File: config.mk
export PLATFORM = sky130hd
export DESIGN_NAME = fwd_hazard_ctrl_flat
export DESIGN_NICKNAME = d
export VERILOG_FILES = /design/src/rtl/fwd_hazard_ctrl_if.sv /design/src/rtl/fwd_hazard_ctrl.sv /design/src/flat_wrapper.sv
export SDC_FILE = /design/constraint.sdc
export NUM_CORES = 1
export LEC_CHECK = 0
export CORE_MARGIN = 1
export CORE_UTILIZATION = 30
export DETAILED_ROUTE_END_ITERATION = 8
export DONT_BUFFER_PORTS = 1
export PLACE_DENSITY_LB_ADDON = 0.15
export SYNTH_ARGS = -nofsm -noshare
export SYNTH_HDL_FRONTEND = slang
export SYNTH_SLANG_ARGS = --single-unit
File: constraint.sdc
create_clock -name clk -period 7.5 [get_ports clk]
set_clock_uncertainty 0.2 [all_clocks]
set_input_delay 2.25 -clock clk [delete_from_list [all_inputs] [get_ports clk]]
set_output_delay 2.25 -clock clk [all_outputs]
set_load 0.01 [all_outputs]
File: src/rtl/fwd_hazard_ctrl_if.sv
// Bus between the ID stage / register file and the forwarding + load-use hazard controller.
interface fwd_hazard_ctrl_if #(
   parameter int CNT_W = 32
);
   logic             id_valid_i;
   logic [4:0]       raddr1_i;
   logic [4:0]       raddr2_i;
   logic             re1_i;
   logic             re2_i;
   logic [4:0]       id_waddr_i;
   logic             id_we_i;
   logic             id_is_load_i;
   logic [31:0]      ex_wdata_i;
   logic [31:0]      mem_rdata_i;
   logic             hold_i;
   logic             flush_i;
   logic [1:0]       reg1_exforward_flag_o;
   logic [1:0]       reg2_exforward_flag_o;
   logic             reg1_memforward_flag_o;
   logic             reg2_memforward_flag_o;
   logic [31:0]      ex_wdata_tem_o;
   logic [31:0]      mem_wdata_tem_o;
   logic             stall_o;
   logic [CNT_W-1:0] fwd_cnt_o;
   logic [CNT_W-1:0] stall_cnt_o;

   modport master (
      output id_valid_i, raddr1_i, raddr2_i, re1_i, re2_i, id_waddr_i, id_we_i,
             id_is_load_i, ex_wdata_i, mem_rdata_i, hold_i, flush_i,
      input  reg1_exforward_flag_o, reg2_exforward_flag_o, reg1_memforward_flag_o,
             reg2_memforward_flag_o, ex_wdata_tem_o, mem_wdata_tem_o, stall_o,
             fwd_cnt_o, stall_cnt_o
   );

   modport slave (
      input  id_valid_i, raddr1_i, raddr2_i, re1_i, re2_i, id_waddr_i, id_we_i,
             id_is_load_i, ex_wdata_i, mem_rdata_i, hold_i, flush_i,
      output reg1_exforward_flag_o, reg2_exforward_flag_o, reg1_memforward_flag_o,
             reg2_memforward_flag_o, ex_wdata_tem_o, mem_wdata_tem_o, stall_o,
             fwd_cnt_o, stall_cnt_o
   );
endinterface

File: src/rtl/fwd_hazard_ctrl.sv
// EX/MEM destination tracking, operand forwarding controls and load-use stall sequencing.
// Optional statistics counters are built when FWD_STATS_EN is defined.
module fwd_hazard_ctrl #(
   parameter int LOAD_LAT = 1,
   parameter int CNT_W    = 32
) (
   input  logic             clk,
   input  logic             rst,
   fwd_hazard_ctrl_if.slave bus
);

   typedef enum logic {S_IDLE, S_WAIT} state_t;

   localparam logic [2:0] LAT_M1   = 3'(LOAD_LAT - 1);
   localparam bit         HAS_WAIT = (LOAD_LAT > 1);

   logic        r_ex_v, r_ex_we, r_ex_ld;
   logic [4:0]  r_ex_rd;
   logic        r_mem_v, r_mem_we, r_mem_ld;
   logic [4:0]  r_mem_rd;
   logic [31:0] r_mem_data;

   state_t      r_state, w_state_nxt;
   logic [2:0]  r_cnt, w_cnt_nxt;
   logic        w_stall;

   logic        w_ex_m1, w_ex_m2, w_mem_m1, w_mem_m2, w_hazard;
   logic [1:0]  w_ex_f1, w_ex_f2;

   // x0 is hardwired zero, so a write to it is never a forwarding source
   function automatic logic slot_match(input logic v, input logic we,
                                       input logic [4:0] rd, input logic [4:0] a);
      return v && we && (rd != 5'd0) && (rd == a);
   endfunction

   assign w_ex_m1  = slot_match(r_ex_v, r_ex_we, r_ex_rd, bus.raddr1_i) && bus.re1_i;
   assign w_ex_m2  = slot_match(r_ex_v, r_ex_we, r_ex_rd, bus.raddr2_i) && bus.re2_i;
   assign w_mem_m1 = slot_match(r_mem_v, r_mem_we, r_mem_rd, bus.raddr1_i) && bus.re1_i && !w_ex_m1;
   assign w_mem_m2 = slot_match(r_mem_v, r_mem_we, r_mem_rd, bus.raddr2_i) && bus.re2_i && !w_ex_m2;
   assign w_ex_f1  = w_ex_m1 ? (r_ex_ld ? 2'b01 : 2'b11) : 2'b00;
   assign w_ex_f2  = w_ex_m2 ? (r_ex_ld ? 2'b01 : 2'b11) : 2'b00;
   assign w_hazard = bus.id_valid_i && ((w_ex_f1 == 2'b01) || (w_ex_f2 == 2'b01));

   always_ff @(posedge clk or negedge rst) begin
      if (!rst) begin
         r_ex_v     <= 1'b0;
         r_ex_we    <= 1'b0;
         r_ex_ld    <= 1'b0;
         r_ex_rd    <= 5'd0;
         r_mem_v    <= 1'b0;
         r_mem_we   <= 1'b0;
         r_mem_ld   <= 1'b0;
         r_mem_rd   <= 5'd0;
         r_mem_data <= 32'd0;
      end else if (!bus.hold_i) begin
         r_mem_v    <= r_ex_v;
         r_mem_we   <= r_ex_we;
         r_mem_ld   <= r_ex_ld;
         r_mem_rd   <= r_ex_rd;
         r_mem_data <= bus.ex_wdata_i;
         if (bus.id_valid_i && !w_stall && !bus.flush_i) begin
            r_ex_v  <= 1'b1;
            r_ex_we <= bus.id_we_i;
            r_ex_ld <= bus.id_is_load_i;
            r_ex_rd <= bus.id_waddr_i;
         end else begin
            r_ex_v  <= 1'b0;
         end
      end
   end

   always_ff @(posedge clk or negedge rst) begin
      if (!rst) begin
         r_state <= S_IDLE;
         r_cnt   <= 3'd0;
      end else if (!bus.hold_i) begin
         r_state <= w_state_nxt;
         r_cnt   <= w_cnt_nxt;
      end
   end

   // The detect cycle in IDLE is the first stall cycle; WAIT supplies the remaining LOAD_LAT-1
   always_comb begin
      w_state_nxt = r_state;
      w_cnt_nxt   = r_cnt;
      if (bus.flush_i) begin
         w_state_nxt = S_IDLE;
      end else begin
         case (r_state)
            S_IDLE: if (w_hazard) begin
               w_cnt_nxt   = LAT_M1;
               w_state_nxt = HAS_WAIT ? S_WAIT : S_IDLE;
            end
            S_WAIT: begin
               w_cnt_nxt = r_cnt - 3'd1;
               if (r_cnt <= 3'd1) w_state_nxt = S_IDLE;
            end
            default: w_state_nxt = S_IDLE;
         endcase
      end
   end

   always_comb begin
      w_stall = 1'b0;
      if (!bus.flush_i) begin
         case (r_state)
            S_IDLE:  w_stall = w_hazard;
            S_WAIT:  w_stall = 1'b1;
            default: w_stall = 1'b0;
         endcase
      end
   end

   assign bus.reg1_exforward_flag_o  = rst ? w_ex_f1 : 2'b00;
   assign bus.reg2_exforward_flag_o  = rst ? w_ex_f2 : 2'b00;
   assign bus.reg1_memforward_flag_o = rst && w_mem_m1;
   assign bus.reg2_memforward_flag_o = rst && w_mem_m2;
   assign bus.ex_wdata_tem_o         = rst ? bus.ex_wdata_i : 32'd0;
   assign bus.mem_wdata_tem_o        = !rst ? 32'd0 : (r_mem_ld ? bus.mem_rdata_i : r_mem_data);
   assign bus.stall_o                = rst && w_stall;

`ifdef FWD_STATS_EN
   logic [CNT_W-1:0] r_fwd_cnt, r_stall_cnt;
   logic             w_fwd_any;

   assign w_fwd_any = (w_ex_f1 == 2'b11) || (w_ex_f2 == 2'b11) || w_mem_m1 || w_mem_m2;

   // Both counters saturate instead of wrapping
   always_ff @(posedge clk or negedge rst) begin
      if (!rst) begin
         r_fwd_cnt   <= '0;
         r_stall_cnt <= '0;
      end else if (!bus.hold_i) begin
         if (w_fwd_any && !(&r_fwd_cnt))   r_fwd_cnt   <= r_fwd_cnt + CNT_W'(1);
         if (w_stall && !(&r_stall_cnt))   r_stall_cnt <= r_stall_cnt + CNT_W'(1);
      end
   end

   assign bus.fwd_cnt_o   = r_fwd_cnt;
   assign bus.stall_cnt_o = r_stall_cnt;
`else
   assign bus.fwd_cnt_o   = '0;
   assign bus.stall_cnt_o = '0;
`endif

endmodule
File: src/flat_wrapper.sv
// flat-port wrapper written by rule: the top's interface ports become plain ports
module fwd_hazard_ctrl_flat 
#(
   parameter int LOAD_LAT = 1,
   parameter int CNT_W    = 32
)
  (clk, rst, bus_id_valid_i, bus_raddr1_i, bus_raddr2_i, bus_re1_i, bus_re2_i, bus_id_waddr_i, bus_id_we_i, bus_id_is_load_i, bus_ex_wdata_i, bus_mem_rdata_i, bus_hold_i, bus_flush_i, bus_reg1_exforward_flag_o, bus_reg2_exforward_flag_o, bus_reg1_memforward_flag_o, bus_reg2_memforward_flag_o, bus_ex_wdata_tem_o, bus_mem_wdata_tem_o, bus_stall_o, bus_fwd_cnt_o, bus_stall_cnt_o);
  fwd_hazard_ctrl_if #(.CNT_W(CNT_W)) bus_i ();
  input  logic clk;
  input  logic rst;
  input wire logic [$bits(bus_i.id_valid_i)-1:0] bus_id_valid_i;
  input wire logic [$bits(bus_i.raddr1_i)-1:0] bus_raddr1_i;
  input wire logic [$bits(bus_i.raddr2_i)-1:0] bus_raddr2_i;
  input wire logic [$bits(bus_i.re1_i)-1:0] bus_re1_i;
  input wire logic [$bits(bus_i.re2_i)-1:0] bus_re2_i;
  input wire logic [$bits(bus_i.id_waddr_i)-1:0] bus_id_waddr_i;
  input wire logic [$bits(bus_i.id_we_i)-1:0] bus_id_we_i;
  input wire logic [$bits(bus_i.id_is_load_i)-1:0] bus_id_is_load_i;
  input wire logic [$bits(bus_i.ex_wdata_i)-1:0] bus_ex_wdata_i;
  input wire logic [$bits(bus_i.mem_rdata_i)-1:0] bus_mem_rdata_i;
  input wire logic [$bits(bus_i.hold_i)-1:0] bus_hold_i;
  input wire logic [$bits(bus_i.flush_i)-1:0] bus_flush_i;
  output wire logic [$bits(bus_i.reg1_exforward_flag_o)-1:0] bus_reg1_exforward_flag_o;
  output wire logic [$bits(bus_i.reg2_exforward_flag_o)-1:0] bus_reg2_exforward_flag_o;
  output wire logic [$bits(bus_i.reg1_memforward_flag_o)-1:0] bus_reg1_memforward_flag_o;
  output wire logic [$bits(bus_i.reg2_memforward_flag_o)-1:0] bus_reg2_memforward_flag_o;
  output wire logic [$bits(bus_i.ex_wdata_tem_o)-1:0] bus_ex_wdata_tem_o;
  output wire logic [$bits(bus_i.mem_wdata_tem_o)-1:0] bus_mem_wdata_tem_o;
  output wire logic [$bits(bus_i.stall_o)-1:0] bus_stall_o;
  output wire logic [$bits(bus_i.fwd_cnt_o)-1:0] bus_fwd_cnt_o;
  output wire logic [$bits(bus_i.stall_cnt_o)-1:0] bus_stall_cnt_o;
  assign bus_i.id_valid_i = bus_id_valid_i;
  assign bus_i.raddr1_i = bus_raddr1_i;
  assign bus_i.raddr2_i = bus_raddr2_i;
  assign bus_i.re1_i = bus_re1_i;
  assign bus_i.re2_i = bus_re2_i;
  assign bus_i.id_waddr_i = bus_id_waddr_i;
  assign bus_i.id_we_i = bus_id_we_i;
  assign bus_i.id_is_load_i = bus_id_is_load_i;
  assign bus_i.ex_wdata_i = bus_ex_wdata_i;
  assign bus_i.mem_rdata_i = bus_mem_rdata_i;
  assign bus_i.hold_i = bus_hold_i;
  assign bus_i.flush_i = bus_flush_i;
  assign bus_reg1_exforward_flag_o = bus_i.reg1_exforward_flag_o;
  assign bus_reg2_exforward_flag_o = bus_i.reg2_exforward_flag_o;
  assign bus_reg1_memforward_flag_o = bus_i.reg1_memforward_flag_o;
  assign bus_reg2_memforward_flag_o = bus_i.reg2_memforward_flag_o;
  assign bus_ex_wdata_tem_o = bus_i.ex_wdata_tem_o;
  assign bus_mem_wdata_tem_o = bus_i.mem_wdata_tem_o;
  assign bus_stall_o = bus_i.stall_o;
  assign bus_fwd_cnt_o = bus_i.fwd_cnt_o;
  assign bus_stall_cnt_o = bus_i.stall_cnt_o;
  fwd_hazard_ctrl #(.LOAD_LAT(LOAD_LAT), .CNT_W(CNT_W)) u_core (.clk(clk), .rst(rst), .bus(bus_i));
endmodule
# ---- Word-level counts from Yosys, hierarchy flattened
# Cells that the tools add are included.
# Widths: inputs -> output; s select.
dict set report classes {
  n_reduce_logical 29
  n_mux 16
  order_cmp 1
  add_sub_neg 1
  eq_ne 7
  bitwise 3
}
# cell n
set ops {}
lappend ops {{$mux 32} 3}
lappend ops {{$eq 5x5->1} 4}
lappend ops {{$logic_and 1x1->1} 20}
lappend ops {{$mux 2} 5}
lappend ops {{$reduce_bool 5->1} 2}
lappend ops {{$pmux 3 s2} 1}
lappend ops {{$eq 2x1->1 const B} 2}
lappend ops {{$logic_not 1->1} 4}
lappend ops {{$mux 1} 4}
lappend ops {{$pmux 1 s2} 2}
lappend ops {{$le 3x1->1 const B} 1}
lappend ops {{$mux 3} 1}
lappend ops {{$not 1->1} 3}
lappend ops {{$reduce_and 3->1} 1}
lappend ops {{$sub 3x1->3 const B} 1}
lappend ops {{$ne 2x1->1 const B} 1}
lappend ops {{$reduce_and 2->1} 1}
lappend ops {{$logic_or 1x1->1} 1}
dict set report word_totals {
  register_bits 52
  in_bits 88
  wordCells 68
}

# ---- Longest topological paths before layout
dict set report depth {
  word_depth 14
  mapped_depth 7
  mapped_depth_nobuf 6
}

# ---- Worst setup path after synthesis
# OpenSTA, ideal clock, no wires.
dict set report synth_timing {
  path_kind {input to output}
  startpoint {input port bus_raddr1_i[3]}
  endpoint {output port bus_stall_o}
  path_slack_ps 1637
  arrival_time_ps 3413
  path_buffers 0
  t_required_ps 5050
  path_stages 6
  cell_sequence {xor2_1 > nor4_1 > and3_1 > o211a_2 > a21oi_1 > nor3b_1}
}
dict set report synth_via {
  elab_chain_cells 10
}
# item line_no
set synth_rtl {}
lappend synth_rtl {{start, declared} flat_wrapper.sv:12} ;# input wire logic [$bits(bus_i.raddr1_i)-1:0] bus_raddr1_i;
lappend synth_rtl {{$eq 5x5->1} fwd_hazard_ctrl.sv:33} ;# return v && we && (rd != 5'd0) && (rd == a);
lappend synth_rtl {{$logic_and 1x1->1} fwd_hazard_ctrl.sv:33}
lappend synth_rtl {{$logic_and 1x1->1} fwd_hazard_ctrl.sv:36} ;# assign w_ex_m1 = slot_match(r_ex_v, r_ex_we, r_ex_rd, bus.raddr1_i) && bus.re1_i;
lappend synth_rtl {{$mux 2} fwd_hazard_ctrl.sv:40} ;# assign w_ex_f1 = w_ex_m1 ? (r_ex_ld ? 2'b01 : 2'b11) : 2'b00;
lappend synth_rtl {{$eq 2x1->1} fwd_hazard_ctrl.sv:42} ;# assign w_hazard = bus.id_valid_i && ((w_ex_f1 == 2'b01) || (w_ex_f2 == 2'b01));
lappend synth_rtl {{$logic_or 1x1->1} fwd_hazard_ctrl.sv:42}
lappend synth_rtl {{$logic_and 1x1->1} fwd_hazard_ctrl.sv:42}
lappend synth_rtl {{$pmux 1 s2} fwd_hazard_ctrl.sv:106} ;# case (r_state)
lappend synth_rtl {{$mux 1} fwd_hazard_ctrl.sv:105} ;# if (!bus.flush_i) begin
lappend synth_rtl {{$logic_and 1x1->1} fwd_hazard_ctrl.sv:120} ;# assign bus.stall_o = rst && w_stall;
lappend synth_rtl {{end, declared} flat_wrapper.sv:29} ;# output wire logic [$bits(bus_i.stall_o)-1:0] bus_stall_o;
# No other way between the ends.

# ---- Worst setup path after layout
# Same ends and word-level chain as after synthesis.

==> insert_results.sql <==
INSERT INTO impl_metrics (metric_group, metric, value, unit) VALUES
('outcome', 'status', 'finished with violations', ''),
('outcome', 'violations', 'DRC', ''),
('cts', 'clock_path_buffers', '2', ''),
('cts', 'numCtsBuffers', '5', ''),
('detailed_routing', 'initial_drt_pass_iterations', '6', ''),
('sta', 'period_minus_slack', '6070', 'ps'),
('critical_path', 'worst_setup_path_startpoint', 'bus_raddr1_i[3]', ''),
('global_route', 'global_route_wire_length_before_repair', '11000', 'um'),
('sta', 'final-max-slew-violation-count', '0', ''),
('critical_path', 'timing.critical_path.from_type', 'primary input', ''),
('critical_path', 'r2r_slack', '5190', 'ps'),
('power_and_ir_drop', 'sw_ratio', '0.294', ''),
('critical_path', 'worst_r2r_startpoint', 'u_core.r_ex_rd[3]$_DFFE_PN0P_', ''),
('synth', 'syn_inst', '347', ''),
('finish', 'most_frequent_cells_in_the_layout', 'conb_1, dfrtp_1, mux2_2', ''),
('critical_path', 'capturing_element_type_of_the_critical_path', 'output port', ''),
('power_and_ir_drop', 'combPwrFrac', '0.206', ''),
('global_route', 'largest_net_degree_at_the_start_of_global_routing', '123', ''),
('cts', 'worst_setup_hold_path_clk_slew', '70', 'ps'),
('finish', 'num-nets-final', '425', ''),
('cts', 'cts_tree', 'yes', ''),
('finish', 'finalInstanceArea', '3640', 'um2'),
('cts', 'insertion_delay', '280', 'ps'),
('sta', 'fin_crit_share', '0.810', ''),
('floorplanning', 'initial_utilization', '0.312', ''),
('critical_path', 'rr_worst_depth', '6', ''),
('power_and_ir_drop', 'pwr-share-clk', '0.307', ''),
('finish', 'post_layout_nonfiller_instances', '479', ''),
('detailed_routing', 'routed_via_density', '4.51', ''),
('finish', 'area_growth_syn_to_layout', '0.311', '%'),
('critical_path', 'critical_path_arrival', '3620', 'ps'),
('cts', 'post_cts_buffers', '0', ''),
('floorplanning', 'core_ar', '11600', 'um2'),
('detailed_routing', 'post-route-drc-count', '20', ''),
('finish', 'layout_commonest_cell', 'conb_1', ''),
('synth', 'netlist_area_before_placement', '3620', 'um2'),
('hold_path', 'hold_path_class', 'flip-flop to flip-flop', ''),
('floorplanning', 'pin_count', '223', ''),
('cts', 'post_cts_resized', '0', ''),
('global_route', 'number_of_antenna_violations_at_the_first_check_in_global_routing', '0', ''),
('synth', 'synth_cell_type_count', '34', ''),
('placed_design', 'place_congestion', '0.729', ''),
('power_and_ir_drop', 'totalPowerFinal', '761', 'uW'),
('global_route', 'track_usage', '0.112', ''),
('sta', 'finalSetupViolCount', '0', ''),
('finish', 'num_antenna_cells', '0', ''),
('critical_path', 'critical_path_peak_fanout', '5', ''),
('synth', 'ys_seq_elements', '52', ''),
('placed_design', 'dp.final_hpwl', '5140', 'um'),
('power_and_ir_drop', 'ir_drop', '92.4', 'uV'),
('sta', 'max_slew.worst_pin.slew', '991', 'ps'),
('finish', 'final_core_util', '0.313', ''),
('sta', 'setup-tns-final', '0', 'ps'),
('power_and_ir_drop', 'pwr-share-seq', '0.487', ''),
('floorplanning', 'fp.dieW', '112', 'um'),
('critical_path', 'setup.worst_path.end', 'bus_stall_o', ''),
('sta', 'slew_headroom', '0.340', ''),
('placed_design', 'pre_cts_ws', '1410', 'ps'),
('detailed_routing', 'first_drt_iteration_drcs', '66', ''),
('power_and_ir_drop', 'intPower', '537', 'uW'),
('cts', 'cts.hold.buffers_added', '0', ''),
('cts', 'cts-root-buf', 'clkbuf_16', ''),
('cts', 'clock-sinks', '52', ''),
('sta', 'setup_repair_after_global_routing_missed_its_margin', 'false', ''),
('placed_design', 'place.detailed.instances', '471', ''),
('global_route', 'grt_overflow', '0', ''),
('sta', 'hold_viol', '0', ''),
('finish', 'n_fill_cell', '1211', ''),
('sta', 'timing.hold.ws', '295', 'ps'),
('critical_path', 'timing.setup.critical_path_class', 'primary input to output port', ''),
('power_and_ir_drop', 'p_leak', '1.66', 'nW');
==> critical path, cell delays in order <==
cell     delay, ps
xor2_1         130
nor4_1         270
and3_1         260
o211a_2        270
a21oi_1         80
nor3b_1        370
==> final cells by class <==
class / count / area [um2] / share of cell area
multi-input combinational: 274 / 2000 / 0.549
sequential: 52 / 1300 / 0.358
tap: 143 / 179 / 0.0492
clock buffer: 7 / 143 / 0.0392
clock inverter: 1 / 7.51 / 0.00206
inverter: 2 / 7.51 / 0.00206
==> worst min path at each step <==
| stage | startpoint | to | slack, ps | cells past startpoint |
|---|---|---|---|---|
| after CTS | u_core.r_cnt[1]$_DFFE_PN0P_ | u_core.r_cnt[1]$_DFFE_PN0P_ | 300 | 2 |
| after global routing | u_core.r_cnt[1]$_DFFE_PN0P_ | u_core.r_cnt[1]$_DFFE_PN0P_ | 310 | 2 |
| after global placement | u_core.r_cnt[1]$_DFFE_PN0P_ | u_core.r_cnt[1]$_DFFE_PN0P_ | 280 | 2 |
| after floorplan | u_core.r_cnt[1]$_DFFE_PN0P_ | u_core.r_cnt[1]$_DFFE_PN0P_ | 260 | 2 |
| after detailed placement | u_core.r_cnt[1]$_DFFE_PN0P_ | u_core.r_cnt[1]$_DFFE_PN0P_ | 280 | 2 |
| final | u_core.r_cnt[1]$_DFFE_PN0P_ | u_core.r_cnt[1]$_DFFE_PN0P_ | 290 | 2 |
==> synthesized netlist by cell type, drive strengths merged <==
cell	count	share of area
a21oi	5	0.0069
and2	35	0.060
and3	4	0.0069
and3b	2	0.0048
buf	67	0.14
clkbuf	15	0.016
conb	1	0.0010
dfrtp	52	0.36
ha	2	0.0069
inv	2	0.0021
mux2	47	0.15
mux2i	32	0.088
nand2	3	0.0031
nand2b	1	0.0038
nand3	3	0.0041
nor2	5	0.0052
nor2b	32	0.055
nor3	2	0.0028
nor3b	1	0.0021
nor4	4	0.0069
nor4b	2	0.0048
o2111ai	1	0.0024
o211a	1	0.0028
o21a	1	0.0021
o21ai	1	0.0014
o311a	1	0.0028
o31ai	2	0.0041
or3	1	0.0017
or4	1	0.0021
xnor2	4	0.0097
xor2	17	0.041
==> power groups by stage <==
| stage | Sequential (mW) | Combinational (mW) | Clock (mW) |
|---|---|---|---|
| 3_3_place_gp | 0.378 | 0.157 | 0 |
| 4_1_cts | 0.373 | 0.158 | 0.250 |
| 3_5_place_dp | 0.378 | 0.158 | 0 |
| 2_1_floorplan | 0.341 | 0.196 | 0 |
| 5_1_grt | 0.378 | 0.172 | 0.263 |
| 6_report | 0.370 | 0.157 | 0.234 |
==> layer usage <==
| layer | vias up | GRT usage | share of wire |
|---|---|---|---|
| li1 | 1005 | - | - |
| met1 | 1028 | 0.137 | 0.43 |
| met2 | 126 | 0.195 | 0.50 |
| met3 | 2 | 0.0338 | 0.070 |
| met4 | 0 | 0.0189 | 0.0042 |
| met5 | - | 0 | 0 |
==> sequential cells by signal, summed over array words and instances, names as in the netlist, 3 cells and up <==
name	count
u_core.r_cnt	3
u_core.r_ex_rd	5
u_core.r_mem_data	32
u_core.r_mem_rd	5
==> cell families after synthesis <==
group,count (synthesis),share of synthesized area
simple gates,96,0.164
buf+inv,84,0.155
mux,79,0.241
flops,52,0.359
xor+xnor,21,0.0507
compound gates,12,0.0224
fa+ha+maj,2,0.00690
other cells,1,0.00103
(Power assumes the default switching activity.)
